`src/rtl/tube_host_pkg.sv`:
```
// Shared types and helpers for the Tube host initiator: FSM states, response
// codes, status bit positions and the register-to-address mapping.
package tube_host_pkg;

  typedef enum logic [2:0] {
    ST_IDLE,
    ST_POLL,
    ST_GAP,
    ST_XFER,
    ST_RESP
  } state_e;

  typedef enum logic [1:0] {
    RSP_OK      = 2'b00,
    RSP_TIMEOUT = 2'b01,
    RSP_ILLEGAL = 2'b10
  } rsp_err_e;

  localparam int STAT_AVAIL   = 7;
  localparam int STAT_NOTFULL = 6;

  localparam logic [2:0] REG_MAX = 3'd4;

  // Register n (1..4) lives at status 2n-2 / data 2n-1, i.e. {n-1, is_data};
  // register 0 is the control/status port at address 0.
  function automatic logic [2:0] tube_addr(input logic [2:0] reg_sel, input logic status);
    if (reg_sel == 3'd0) return 3'd0;
    return {reg_sel[1:0] - 2'd1, ~status};
  endfunction

endpackage

```
`src/rtl/tube_host_poll_timer.sv`:
```
// Saturating 8-bit poll counter with limit compare, plus the inter-poll gap
// counter used by the Tube host initiator.
module tube_host_poll_timer #(
  parameter int POLL_LIMIT = 255,
  parameter int IDLE_GAP   = 1
) (
  input  logic clk,
  input  logic rst,
  input  logic poll_clr,
  input  logic poll_inc,
  input  logic gap_run,
  output logic poll_limit_hit,
  output logic gap_done
);

  localparam logic [7:0] LIMIT    = 8'(POLL_LIMIT);
  localparam logic [3:0] GAP_LAST = 4'(IDLE_GAP - 1);

  logic [7:0] poll_cnt_q, poll_cnt_d;
  logic [3:0] gap_cnt_q, gap_cnt_d;

  // NOTE: every combinational output is given a default before any branch, so no path can infer a latch.
  always_comb begin
    poll_cnt_d = poll_cnt_q;
    if (poll_clr) poll_cnt_d = 8'd0;
    if (poll_inc && (poll_cnt_d != 8'hFF)) poll_cnt_d = poll_cnt_d + 8'd1;
    gap_cnt_d = gap_run ? gap_cnt_q + 4'd1 : 4'd0;
  end

  // NOTE: flops use non-blocking assignment so every register samples pre-edge values.
  always_ff @(posedge clk or posedge rst) begin
    if (rst) begin
      poll_cnt_q <= 8'd0;
      gap_cnt_q  <= 4'd0;
    end else begin
      poll_cnt_q <= poll_cnt_d;
      gap_cnt_q  <= gap_cnt_d;
    end
  end

  assign poll_limit_hit = (poll_cnt_q == LIMIT);
  assign gap_done       = (gap_cnt_q == GAP_LAST);

endmodule

```
`src/rtl/tube_host_initiator.sv`:
```
// Tube host-side initiator: turns single register commands into polled Tube
// bus cycles. Define TUBE_HOST_IRQ_WAIT_EN to make register-4 reads wait on h_irq_b.
module tube_host_initiator
  import tube_host_pkg::*;
#(
  parameter int POLL_LIMIT = 255,
  parameter int IDLE_GAP   = 1
) (
  input  logic       h_phi2,
  input  logic       h_rst,
  input  logic       cmd_valid,
  output logic       cmd_ready,
  input  logic [2:0] cmd_reg,
  input  logic       cmd_write,
  input  logic [7:0] cmd_wdata,
  output logic       rsp_valid,
  output logic [7:0] rsp_data,
  output logic [1:0] rsp_err,
  output logic [2:0] h_addr,
  output logic       h_cs_b,
  output logic       h_rdnw,
  output logic [7:0] h_data_out,
  input  logic [7:0] h_data_in,
  input  logic       h_irq_b
);

  state_e     state_q, state_d;
  logic [2:0] cmd_reg_q, cmd_reg_d;
  logic       cmd_write_q, cmd_write_d;
  logic [7:0] cmd_wdata_q, cmd_wdata_d;
  logic       wait_mode_q, wait_mode_d;
  logic       cmd_ready_q, cmd_ready_d;
  logic       rsp_valid_q, rsp_valid_d;
  logic [7:0] rsp_data_q, rsp_data_d;
  rsp_err_e   rsp_err_q, rsp_err_d;
  logic [2:0] h_addr_q, h_addr_d;
  logic       h_cs_b_q, h_cs_b_d;
  logic       h_rdnw_q, h_rdnw_d;
  logic [7:0] h_data_out_q, h_data_out_d;

  logic accept, poll_ready, poll_limit_hit, gap_done;
  logic irq_wait_req, irq_seen;

`ifdef TUBE_HOST_IRQ_WAIT_EN
  assign irq_wait_req = (cmd_reg == 3'd4) && !cmd_write;
  assign irq_seen     = !h_irq_b;
`else
  logic unused_irq;
  assign unused_irq   = h_irq_b;
  assign irq_wait_req = 1'b0;
  assign irq_seen     = 1'b0;
`endif

  assign poll_ready = cmd_write_q ? h_data_in[STAT_NOTFULL] : h_data_in[STAT_AVAIL];

  always_comb begin
    state_d     = state_q;
    cmd_reg_d   = cmd_reg_q;
    cmd_write_d = cmd_write_q;
    cmd_wdata_d = cmd_wdata_q;
    wait_mode_d = wait_mode_q;
    rsp_data_d  = rsp_data_q;
    rsp_err_d   = rsp_err_q;
    accept      = 1'b0;

    unique case (state_q)
      ST_IDLE: begin
        if (cmd_valid && cmd_ready_q) begin
          accept      = 1'b1;
          cmd_reg_d   = cmd_reg;
          cmd_write_d = cmd_write;
          cmd_wdata_d = cmd_wdata;
          wait_mode_d = irq_wait_req;
          if (cmd_reg > REG_MAX) begin
            state_d    = ST_RESP;
            rsp_err_d  = RSP_ILLEGAL;
            rsp_data_d = 8'h00;
          end else if (cmd_reg == 3'd0) begin
            state_d = ST_XFER;
          end else if (irq_wait_req) begin
            state_d = ST_GAP;
          end else begin
            state_d = ST_POLL;
          end
        end
      end
      ST_POLL: begin
        if (poll_ready) begin
          state_d = ST_XFER;
        end else if (poll_limit_hit) begin
          state_d    = ST_RESP;
          rsp_err_d  = RSP_TIMEOUT;
          rsp_data_d = 8'h00;
        end else begin
          state_d = ST_GAP;
        end
      end
      ST_GAP: begin
        if (wait_mode_q) begin
          if (irq_seen) begin
            state_d = ST_XFER;
          end else if (poll_limit_hit) begin
            state_d    = ST_RESP;
            rsp_err_d  = RSP_TIMEOUT;
            rsp_data_d = 8'h00;
          end
        end else if (gap_done) begin
          state_d = ST_POLL;
        end
      end
      ST_XFER: begin
        state_d    = ST_RESP;
        rsp_err_d  = RSP_OK;
        rsp_data_d = cmd_write_q ? 8'h00 : h_data_in;
      end
      ST_RESP:  state_d = ST_IDLE;
      default:  state_d = ST_IDLE;
    endcase

    cmd_ready_d = (state_d == ST_IDLE);
    rsp_valid_d = (state_d == ST_RESP);

    // Bus registers are loaded from the next state so each access is one full period.
    h_cs_b_d     = 1'b1;
    h_rdnw_d     = 1'b1;
    h_addr_d     = h_addr_q;
    h_data_out_d = h_data_out_q;
    if (state_d == ST_POLL) begin
      h_cs_b_d = 1'b0;
      h_addr_d = tube_addr(cmd_reg_d, 1'b1);
    end else if (state_d == ST_XFER) begin
      h_cs_b_d = 1'b0;
      h_rdnw_d = !cmd_write_d;
      h_addr_d = tube_addr(cmd_reg_d, 1'b0);
      if (cmd_write_d) h_data_out_d = cmd_wdata_d;
    end
  end

  always_ff @(posedge h_phi2 or posedge h_rst) begin
    if (h_rst) begin
      state_q      <= ST_IDLE;
      cmd_reg_q    <= 3'd0;
      cmd_write_q  <= 1'b0;
      cmd_wdata_q  <= 8'h00;
      wait_mode_q  <= 1'b0;
      cmd_ready_q  <= 1'b0;
      rsp_valid_q  <= 1'b0;
      rsp_data_q   <= 8'h00;
      rsp_err_q    <= RSP_OK;
      h_addr_q     <= 3'd0;
      h_cs_b_q     <= 1'b1;
      h_rdnw_q     <= 1'b1;
      h_data_out_q <= 8'h00;
    end else begin
      state_q      <= state_d;
      cmd_reg_q    <= cmd_reg_d;
      cmd_write_q  <= cmd_write_d;
      cmd_wdata_q  <= cmd_wdata_d;
      wait_mode_q  <= wait_mode_d;
      cmd_ready_q  <= cmd_ready_d;
      rsp_valid_q  <= rsp_valid_d;
      rsp_data_q   <= rsp_data_d;
      rsp_err_q    <= rsp_err_d;
      h_addr_q     <= h_addr_d;
      h_cs_b_q     <= h_cs_b_d;
      h_rdnw_q     <= h_rdnw_d;
      h_data_out_q <= h_data_out_d;
    end
  end

  // Polls count on entry to POLL, or per waited cycle when waiting on the interrupt.
  tube_host_poll_timer #(
    .POLL_LIMIT(POLL_LIMIT),
    .IDLE_GAP  (IDLE_GAP)
  ) u_timer (
    .clk           (h_phi2),
    .rst           (h_rst),
    .poll_clr      (accept),
    .poll_inc      ((state_d == ST_POLL) || (wait_mode_d && (state_d == ST_GAP))),
    .gap_run       (state_q == ST_GAP),
    .poll_limit_hit(poll_limit_hit),
    .gap_done      (gap_done)
  );

  assign cmd_ready  = cmd_ready_q;
  assign rsp_valid  = rsp_valid_q;
  assign rsp_data   = rsp_data_q;
  assign rsp_err    = rsp_err_q;
  assign h_addr     = h_addr_q;
  assign h_cs_b     = h_cs_b_q;
  assign h_rdnw     = h_rdnw_q;
  assign h_data_out = h_data_out_q;

endmodule
```
`config.mk`:
```
export PLATFORM = sky130hd
export DESIGN_NAME = tube_host_initiator
export DESIGN_NICKNAME = d
export VERILOG_FILES = /design/src/rtl/tube_host_pkg.sv /design/src/rtl/tube_host_poll_timer.sv /design/src/rtl/tube_host_initiator.sv
export SDC_FILE = /design/constraint.sdc
export NUM_CORES = 1
export LEC_CHECK = 0
export BUFFER_PORTS_ARGS = -buffer_cell sky130_fd_sc_hd__buf_2
export CELL_PAD_IN_SITES_DETAIL_PLACEMENT = 0
export CELL_PAD_IN_SITES_GLOBAL_PLACEMENT = 1
export CORE_MARGIN = 2
export CORE_UTILIZATION = 47
export CTS_BUF_LIST = sky130_fd_sc_hd__clkbuf_8
export DETAILED_ROUTE_END_ITERATION = 10
export HOLD_SLACK_MARGIN = 0.1
export PLACE_DENSITY_LB_ADDON = 0.1
export SLEW_MARGIN = 25
export SYNTH_ARGS = -nofsm -noshare
export SYNTH_HDL_FRONTEND = slang
export SYNTH_SLANG_ARGS = --single-unit
```
`constraint.sdc`:
```
create_clock -name h_phi2 -period 4.78 [get_ports h_phi2]
set_input_delay 0.478 -clock h_phi2 [delete_from_list [all_inputs] [get_ports h_phi2]]
set_output_delay 0.478 -clock h_phi2 [all_outputs]
set_load 0.02 [all_outputs]
```
==> results.sh <==
export IMPL_clock_h_tree_levels=2
export IMPL_relSlewSlack=0.525
export IMPL_route_vias_total=1689
export IMPL_critPathArrivalTime_ns=3.13
export IMPL_synth_seq_area_share=0.568
export IMPL_minimum_setup_slack_in_the_final_design_ns=1.83
export IMPL_timing_critical_path_from_type="register"
export IMPL_crit_path_max_incr_delay_ns=0.60
export IMPL_postRouteWirelength_microns=4550
export IMPL_numPlacedInstances=319
export IMPL_post_route_cells_drive_above_1_share=0.308
export IMPL_post_synth_top_count_cell="sky130_fd_sc_hd__dfrtp_1"
export IMPL_synth_ff_type="sky130_fd_sc_hd__dfrtp_1"
export IMPL_die_width_microns=74.6
export IMPL_cts_made_buffers=5
export IMPL_drtIter0Drc=120
export IMPL_grt_first_pass_wirelength_microns=7680
export IMPL_number_of_hold_violations_in_the_final_report=0
export IMPL_vias_in_the_first_global_route=1630
export IMPL_cell_at_the_root_of_the_clock_tree="sky130_fd_sc_hd__clkbuf_8"
export IMPL_synth_fa_ha_area_frac=0.0214
export IMPL_layout_worst_path_cycle_share=0.616
export IMPL_ir_drop_v=0.000259
export IMPL_cellLeakagePower_nw=1.41
export IMPL_maxClockFrequency_mhz=339
export IMPL_grt_setup_unrepaired="false"
export IMPL_post_synth_top_area_fraction=0.545
export IMPL_die_span_in_y_microns=74.6
export IMPL_synth_edff_count=0
export IMPL_cp_slowest_cell="sky130_fd_sc_hd__a221oi_2"
export IMPL_grt_use_total=0.180
export IMPL_timing_setup_tns_ns=0
export IMPL_crit_required_ns=4.96
export IMPL_top_level_ports=49
export IMPL_endpoint_kind="register"
export IMPL_hpwlAfterDp_microns=3140
export IMPL_timing_hold_worst_class="in -> async"
export IMPL_final_fill_count=448
export IMPL_insertedDiodeCount=0
export IMPL_run_status="finished clean"
export IMPL_postPlaceCellArea_sq_um=2630
export IMPL_drt_antenna_violating_nets=0
export IMPL_synthSimpleGateAreaFrac=0.183
export IMPL_clk_path_buf_depth=2
export IMPL_synth_avg_cell_area_sq_um=11.0
export IMPL_fin_skew_ns=0.00474
export IMPL_multi_input_comb_area_sq_um=917
export IMPL_grt_start_max_net_pins=54
export IMPL_drt_drc=0
export IMPL_worstSetupPathType="reg -> reg"
export IMPL_critical_path_n_buffers_inverters=2
export IMPL_max_cap_viol_count=0
export IMPL_ys_ff_latch=53
export IMPL_synthMuxAreaShare=0.0695
export IMPL_path_max_fanout=15
export IMPL_nets=287
export IMPL_largest_family_of_logic_cells_by_synthesized_area="simple AND/OR/NAND/NOR gates"
export IMPL_routed_via_density=5.17
export IMPL_area_growth_syn_to_layout_pct=17.4
export IMPL_synth_net_count=240
export IMPL_pre_cts_ws_ns=1.85
export IMPL_min_clock_period_post_route_ns=2.95
export IMPL_core_area_sq_um=4750
export IMPL_combined_area_of_all_synthesized_cells_sq_um=2340
export IMPL_initial_core_util=0.492
export IMPL_die_ar_sq_um=5560
export IMPL_floorplan_rows=25
export IMPL_design_area_sq_um=2750
export IMPL_gpl_final_weighted_congestion=0.839
export IMPL_detail_route_first_pass_iterations=4
export IMPL_async_reset_ff_frac=1.00
export IMPL_grt_overflow_total=0
export IMPL_cts_repair_resize_count=0
export IMPL_slew_violations=0
export IMPL_setup_violations_final=0
export IMPL_port_buffer_count=47
export IMPL_yosys_top_cells_area="sky130_fd_sc_hd__dfrtp_1, sky130_fd_sc_hd__nand2_1, sky130_fd_sc_hd__mux2_2, sky130_fd_sc_hd__a22o_1, sky130_fd_sc_hd__dfstp_2"
export IMPL_grt_antenna_before_repair=0
export IMPL_clk_pin_slew_worst_paths_ns=0.09
export IMPL_worstSkewPairLatency_ns=0.30
export IMPL_seq_area_sq_um=1330
export IMPL_max_slew_worst_pin_slew_ns=0.693
export IMPL_post_synth_inst_count=212
export IMPL_yosys_warnings=0
export IMPL_drt_wirelength_per_cell_microns=13.9
export IMPL_cp_cell_sequence="nand3b_4, nor3_2, buf_4, a221oi_2, inv_2, mux2i_1, a31o_2, mux2_1"
export IMPL_cts_hold_fix_buffers=0
export IMPL_synthTopCellsByCount="sky130_fd_sc_hd__dfrtp_1, sky130_fd_sc_hd__nand2_1, sky130_fd_sc_hd__inv_1, sky130_fd_sc_hd__mux2_2, sky130_fd_sc_hd__nor2_1"
export IMPL_cts_sink_count=53
export IMPL_synth_compound_area_frac=0.103
export IMPL_synth_xor_area_frac=0.0150
export IMPL_synth_distinct_cells=45
export IMPL_cts_tree="built"
export IMPL_power_density_cell_area_nw_per_um2=634
export IMPL_post_cts_buffers=0
export IMPL_stdcell_count=327
export IMPL_cp_top_family="multiplexers"
export IMPL_synth_top_cell_by_area="sky130_fd_sc_hd__dfrtp_1"
through the flow:
step                hold slack [ns]  utilization  power [mW]
finish                        0.267        0.578        1.74
global route                  0.313        0.578        1.88
CTS                           0.290        0.578        1.76
detailed placement            0.459        0.553        1.45
global placement              0.455        0.552        1.44
floorplan                     0.437            -        1.25
logic make-up after synthesis:
group                      count (synthesis)
DFF                                       53
adders and majority gates                  4
xor gates and xnor gates                   4
buffers and inverters                     21
muxes                                     15
AOI/OAI and AO/OA                         33
and+or+nand+nor                           82
sequential cells by signal, summed over array words and instances (netlist names):
signal              cells
rsp_data                8
rsp_err                 2
h_addr                  3
h_cs_b                  1
h_rdnw                  1
cmd_write_q             1
state_q                 3
cmd_reg_q               3
u_timer.poll_cnt_q      8
h_data_out              8
wait_mode_q             1
cmd_ready               1
u_timer.gap_cnt_q       4
rsp_valid               1
cmd_wdata_q             8
layout by cell type, fill, tap and decap left out, types with 2 or more instances in the layout:
master and n:
sky130_fd_sc_hd__a31o_2 2, sky130_fd_sc_hd__mux2i_1 5, sky130_fd_sc_hd__and2_1 3, sky130_fd_sc_hd__clkbuf_8 6, sky130_fd_sc_hd__buf_4 2, sky130_fd_sc_hd__inv_1 10
sky130_fd_sc_hd__dfrtp_1 51, sky130_fd_sc_hd__a22o_1 7, sky130_fd_sc_hd__ha_1 4, sky130_fd_sc_hd__nand4_1 5, sky130_fd_sc_hd__or3_1 4, sky130_fd_sc_hd__nor2_1 8
sky130_fd_sc_hd__o21ai_0 7, sky130_fd_sc_hd__dfstp_2 2, sky130_fd_sc_hd__and3_1 3, sky130_fd_sc_hd__o31ai_1 5, sky130_fd_sc_hd__buf_2 47, sky130_fd_sc_hd__nor3_1 3
sky130_fd_sc_hd__xnor2_1 3, sky130_fd_sc_hd__a31oi_1 2, sky130_fd_sc_hd__a21oi_1 6, sky130_fd_sc_hd__mux2_2 9, sky130_fd_sc_hd__nand3_1 4, sky130_fd_sc_hd__nand2b_1 2
sky130_fd_sc_hd__nand2_1 38
where the power goes:
group	internal [mW]	switching [mW]	leakage (nW)
sequential	0.620	0.101	0.686
clock	0.170	0.143	0.0574
combinational	0.281	0.427	0.663
total	1.07	0.671	1.41
worst register-to-register path: cells and delay by family, from the launching register on:
| kind | cells | cell delay, ns |
|---|---|---|
| compound gates | 2 | 0.84 |
| buf+inv | 2 | 0.34 |
| flops | 1 | 0.50 |
| mux | 2 | 0.88 |
| simple gates | 2 | 0.27 |
path summary, 6_finish.rpt:
check	start	to	slack, ns	depth (start not counted)
hold / removal	h_rst	rsp_data[1]	0.27	2
setup reg to reg	state_q[1]	u_timer.poll_cnt_q[1]	1.83	8
min in group h_phi2	cmd_wdata[0]	cmd_wdata_q[0]	0.38	3
hold reg to reg	cmd_wdata_q[2]	cmd_wdata_q[2]	0.48	2
max in group asynchronous	h_rst	u_timer.poll_cnt_q[7]	4.10	2
setup / recovery	state_q[1]	u_timer.poll_cnt_q[1]	1.83	8
area by class of cell:
type / instances / share of cell area
inverters: 12 / 0.0173
clock buffers: 6 / 0.0301
clock inverters: 2 / 0.0137
multi-input cells: 138 / 0.334
flip-flops and latches: 53 / 0.484
well taps: 67 / 0.0305
repair buffers: 49 / 0.0911
per-layer routing:
layer | vias to the layer above | track usage | part of all wire
met2 | 45 | 0.273 | 0.43
met5 | - | 0 | 0
met4 | 0 | 0.0417 | 0.0097
met1 | 807 | 0.262 | 0.50
met3 | 5 | 0.0447 | 0.060
li1 | 832 | - | -
No activity file was read; power rests on OpenSTA's default activity.
